--- src/rtl/register_file.sv ---
// register_file: 32x32 RV32I register file, two async read ports, one write port, post-reset clear sequencer.
// Optional write-through forwarding when REGFILE_BYPASS_EN is defined.
module register_file #(
  parameter int WIDTH = 32,
  parameter int DEPTH = 32,
  localparam int AW = $clog2(DEPTH)
) (
  input  logic             clk,
  input  logic             reset,
  input  logic [AW-1:0]    A1,
  input  logic [AW-1:0]    A2,
  input  logic [AW-1:0]    A3,
  input  logic             WE3,
  input  logic [WIDTH-1:0] WD3,
  output logic [WIDTH-1:0] RD1,
  output logic [WIDTH-1:0] RD2,
  output logic             Busy
);
  localparam logic [0:0] CLEAR = 1'b0;
  localparam logic [0:0] RUN   = 1'b1;
  logic [0:0]       state_q, state_d;
  logic [AW-1:0]    clr_idx_q, clr_idx_d;
  logic [WIDTH-1:0] regs_q [DEPTH];
  logic             wr_en, fwd1, fwd2;
  assign Busy  = state_q == CLEAR;
  assign wr_en = !Busy && WE3 && A3 != '0;
`ifdef REGFILE_BYPASS_EN
  assign fwd1 = wr_en && A1 == A3;
  assign fwd2 = wr_en && A2 == A3;
`else
  assign fwd1 = 1'b0;
  assign fwd2 = 1'b0;
`endif
  always_comb begin
    state_d   = reset ? CLEAR : (Busy && clr_idx_q == AW'(DEPTH - 1)) ? RUN : state_q;
    clr_idx_d = reset ? AW'(1) : Busy ? clr_idx_q + AW'(1) : clr_idx_q;
    RD1       = (Busy || A1 == '0) ? '0 : fwd1 ? WD3 : regs_q[A1];
    RD2       = (Busy || A2 == '0) ? '0 : fwd2 ? WD3 : regs_q[A2];
  end
  always_ff @(posedge clk) begin
    state_q   <= state_d;
    clr_idx_q <= clr_idx_d;
    if (!reset && Busy)
      regs_q[clr_idx_q] <= '0;
    else if (!reset && wr_en)
      regs_q[A3] <= WD3;
  end
endmodule
--- config.mk ---
export PLATFORM = sky130hd
export DESIGN_NAME = register_file
export DESIGN_NICKNAME = d
export VERILOG_FILES = /design/src/rtl/register_file.sv
export SDC_FILE = /design/constraint.sdc
export NUM_CORES = 1
export LEC_CHECK = 0
export ABC_CLOCK_PERIOD_IN_PS = 7860
export CAP_MARGIN = 5
export CORE_MARGIN = 2
export CORE_UTILIZATION = 37
export CTS_CLUSTER_SIZE = 30
export DETAILED_ROUTE_END_ITERATION = 10
export HOLD_SLACK_MARGIN = 0.03
export PLACE_DENSITY = 0.54
export SLEW_MARGIN = 20
export SYNTH_ARGS = -nofsm -noshare
export SYNTH_HDL_FRONTEND = slang
export SYNTH_SLANG_ARGS = --single-unit
--- constraint.sdc ---
create_clock -name clk -period 7.86 [get_ports clk]
set_input_delay 1.179 -clock clk [delete_from_list [all_inputs] [get_ports clk]]
set_output_delay 1.179 -clock clk [all_outputs]
set_load 0.03 [all_outputs]
# Word level (Yosys, flattened, before mapping)
# Memories as Yosys holds them, arrays and structs flattened.
# Index checks and enable logic that the tools add are counted.
dict set report word_totals {
  ff_bits 6
  ramBits 1024
  input_bits 50
  output_inout_bits 65
  wordCells 28
  mem_count 1
}
# memory words word_bits rd rd_ports_with_merged_regs write_ports line_no
set mem_list {}
lappend mem_list {regs_q 32 32 2 0 1 23} ;# logic [WIDTH-1:0] regs_q [DEPTH];
dict set report classes {
  n_addsub 1
  n_eq_ne 1
  n_mux 10
  bitwise_logic 1
  reduce_logical 12
}
# op count
set ops {}
lappend ops {{two-way mux 32 bit} 3}
lappend ops {{OR reduction 32 bit} 1}
lappend ops {{logical NOT 5 bit} 2}
lappend ops {{two-way mux 1 bit} 6}
lappend ops {{adder 5 x 1 -> 5 bit, second input constant} 1}
lappend ops {{== test 5 bit, second input constant} 1}
lappend ops {{logical AND 1 bit} 5}
lappend ops {{two-way mux 5 bit} 1}
lappend ops {{nonzero test 5 bit} 1}
lappend ops {{logical OR 1 bit} 2}
lappend ops {{logical NOT 1 bit} 1}
lappend ops {{NOT 1 bit} 1}

# Longest topological paths before layout
dict set report depth {
  word_depth 8
  mapped_depth 9
  ltp_nobuf 5
}

# Worst setup path after synthesis
# No wires, ideal clock.
dict set report synth_path {
  kind {input port to output port}
  start {input port A2[0]}
  end {output port RD2[22]}
  arrival_time_ps 3755
  required_time_ps 6681
  setup_slack_ps 2926
  cell_stages 8
  cell_sequence {buf_6 > buf_8 > buf_8 > buf_6 > nor2_1 > a31o_2 > clkbuf_1 > a2111oi_0}
}
dict set report synth_between {
  elab_chain_cells 3
}
# item line_no
set synth_rtl {}
lappend synth_rtl {{start, declared} 11} ;# input logic [AW-1:0] A2,
lappend synth_rtl {{parallel branches: the longest is 2 deep, another holds memory read (32 x 32 bit)} n/a}
lappend synth_rtl {{two-way mux 32 bit (*)} 38} ;# RD2 = (Busy || A2 == '0) ? '0 : fwd2 ? WD3 : regs_q[A2];
lappend synth_rtl {{end, declared} 16} ;# output logic [WIDTH-1:0] RD2,
# Every way passes the cells marked *.

# Worst setup path in the final report
dict set report layout_path {
  start {input port A2[3]}
  end {output port RD2[30]}
}
# The elaborated chain is that of the path after synthesis.

==> flow_metrics.env <==
export IMPL_vias=27700
export IMPL_worstSetupPathType="input port to output port"
export IMPL_ys_types=52
export IMPL_drcViolationCount=0
export IMPL_rsz0062_at_grt="no"
export IMPL_h_tree_depth=3
export IMPL_hp_start="clr_idx_q[0]"
export IMPL_critPathLaunch="A2[3]"
export IMPL_drive_gt1_frac=0.291
export IMPL_dieArea_mm2=0.132
export IMPL_area_growth_pct=14.2
export IMPL_clockBufferDepth=3
export IMPL_finalSetupViolCount=0
export IMPL_worstSkewPairLatency_ns=0.70
export IMPL_hold_class="register to register"
export IMPL_synth_area_mm2=0.0478
export IMPL_cts_tree="built"
export IMPL_power_share_clock=0.429
export IMPL_first_global_vias=28400
export IMPL_seq_power_share=0.511
export IMPL_finalCriticalPeriod_ns=6.78
export IMPL_timing_rr_start="state_q"
export IMPL_die_w_um=363
export IMPL_final_hold_violation_count=0
export IMPL_overflow=0
export IMPL_timing_final_crit_share=0.863
export IMPL_grt_max_degree=83
export IMPL_netlist_top_cells_count="edfxtp_1, mux4_2, mux2i_1"
export IMPL_hold_depth=2
export IMPL_clock_fmax_mhz=147
export IMPL_regArea_mm2=0.0309
export IMPL_nFillCells=11000
export IMPL_crit_required_ns=6.68
export IMPL_reg2reg_depth=7
export IMPL_synthesis_yosys_warnings=0
export IMPL_peakVddDrop_uv=164
export IMPL_synth_seq_area_share=0.646
export IMPL_setup_tns_ns=0
export IMPL_worstPathMaxFanout=17
export IMPL_synth_top_area_cell="edfxtp_1"
export IMPL_grt_pass1_wl_um=218000
export IMPL_totalWireLength_um=157000
export IMPL_synth_seq_cells=1030
export IMPL_finalMaxSlewViolations=0
export IMPL_path_clk_slew_ns=0.06
export IMPL_cts_repair_resized=0
export IMPL_netlist_area_leader_share=0.644
export IMPL_multiInputGateArea_mm2=0.0162
export IMPL_core_area_mm2=0.128
export IMPL_avgSynthCellArea_um2=20.1
export IMPL_routed_via_density=6.52
export IMPL_ant_nets=0
export IMPL_ioPinCount=115
export IMPL_port_buffers=114
export IMPL_cp_end_kind="output port"
export IMPL_p_per_area_mw_per_mm2=217
export IMPL_synthesis_nets=2423
export IMPL_arrival_ns=5.60
export IMPL_drtIter0Drc=3559
export IMPL_clock_skew_ns=0.0427
export IMPL_leakage_nw=15.6
export IMPL_synth_edf_count=1024
export IMPL_synth_top_flop_cell="edfxtp_1"
export IMPL_avgRoutedWirePerCell_um=36.9
export IMPL_maxCapViolCount=0
export IMPL_netlist_instances=2371
export IMPL_row_count=131
export IMPL_slew_headroom=0.235
export IMPL_synth_most_common_cell="edfxtp_1"
export IMPL_dp_hpwl_um=83300
export IMPL_p_comb_frac=0.060
export IMPL_swShare=0.221
export IMPL_synth_async_reset_ratio=0
export IMPL_start_kind="input port"
export IMPL_firstDrtPassIters=7
export IMPL_gp_congestion=0.793
export IMPL_timing_worst_slew_pin_value_ns=1.15
export IMPL_cts_root_buf="clkbuf_16"
export IMPL_status="complete, no violations"
export IMPL_totalPowerFinal_mw=11.8
export IMPL_ctsHoldBuffers=0
export IMPL_numCtsBuffers=113
export IMPL_initial_utilization=0.374
export IMPL_grt_usage=0.235
export IMPL_cts_setup_buffers=0
export IMPL_internal_power_mw=9.20
export IMPL_antenna_found_initial=3
export IMPL_netSwitchingPower_mw=2.62
export IMPL_die_h_um=363
export IMPL_hold_ws_ns=0.609
export IMPL_cts_sinks=1030
export IMPL_synth_area_leaders="edfxtp_1, mux4_2, mux2i_1"
export IMPL_layout_nets=2539
-- stage by stage --
step	cell area (um^2)	utilization	setup slack, ns	cells
global placement	51000	0.399	1.05	4031
finish	54600	0.427	1.08	4240
floorplan	47800	-	2.93	2371
detailed placement	51100	0.399	0.985	4033
CTS	54500	0.427	0.999	4237
global route	54600	0.427	0.917	4238
-- layer usage --
| metal | global-route usage | wire length, um | up-vias |
|---|---|---|---|
| li1 | - | - | 10700 |
| met1 | 0.337 | 65500 | 15200 |
| met2 | 0.367 | 73100 | 1537 |
| met3 | 0.0507 | 14700 | 217 |
| met4 | 0.0568 | 3300 | 0 |
| met5 | 0 | 0 | - |
-- registers in the layout (all words and copies together) (netlist names) --
signal     cells
regs_q      1024
clr_idx_q      5
state_q        1
-- cells in the final DEF (no fill, tap or decap), drive strengths merged, types with 33 or more instances in the layout --
| cell type | count |
|---|---|
| edfxtp | 1024 |
| mux4 | 456 |
| mux2i | 258 |
| clkbuf | 138 |
| clkdlybuf4s50 | 107 |
| buf | 88 |
| clkinv | 59 |
| a2111oi | 56 |
| a22o | 51 |
| o22ai | 50 |
| nor3 | 41 |
| o221ai | 36 |
| and2 | 34 |
| nor2 | 33 |
-- critical path, cell delays in order --
cell,delay (ns)
clkdlybuf4s50_1,0.95
or3_2,0.99
buf_4,0.41
o221ai_1,0.23
a21oi_1,0.06
a2111oi_0,0.81
buf_4,0.23
clkdlybuf4s50_1,0.68
-- cell type report --
cell class | instances | share of cell area
clock buffer | 136 | 0.0554
timing repair buffer | 197 | 0.0355
antenna | 2 | 0.0000917
tap | 1662 | 0.0381
inverter | 4 | 0.000275
clock inverter | 68 | 0.00846
multi-input combinational | 1141 | 0.296
sequential | 1030 | 0.566
-- power by group through the flow --
stage / Sequential, mW / Combinational [mW] / Clock, mW
6_report: 6.04 / 0.713 / 5.07
5_1_grt: 6.04 / 0.745 / 5.34
4_1_cts: 6.04 / 0.712 / 5.14
3_5_place_dp: 6.15 / 0.711 / 0
3_3_place_gp: 6.15 / 0.708 / 0
2_1_floorplan: 6.14 / 0.478 / 0
-- cells by family (layout without fill, tap and decap cells) --
kind of cell	after synthesis	in the layout	share of synthesized area
flops	1030	1030	0.646
other cells	0	2	0
xor+xnor	3	3	0.000550
fa+ha+maj	2	2	0.000524
buf+inv	200	405	0.0207
mux	718	718	0.270
simple gates	159	159	0.0180
compound gates	259	259	0.0439
-- path summary, 6_finish.rpt --
check                       end  slack, ns
setup / recovery        RD2[30]       1.08
hold / removal     clr_idx_q[0]       0.61
setup reg to reg  regs_q[18][1]       4.15
hold reg to reg    clr_idx_q[0]       0.61
No activity file was read; power rests on OpenSTA's default activity.
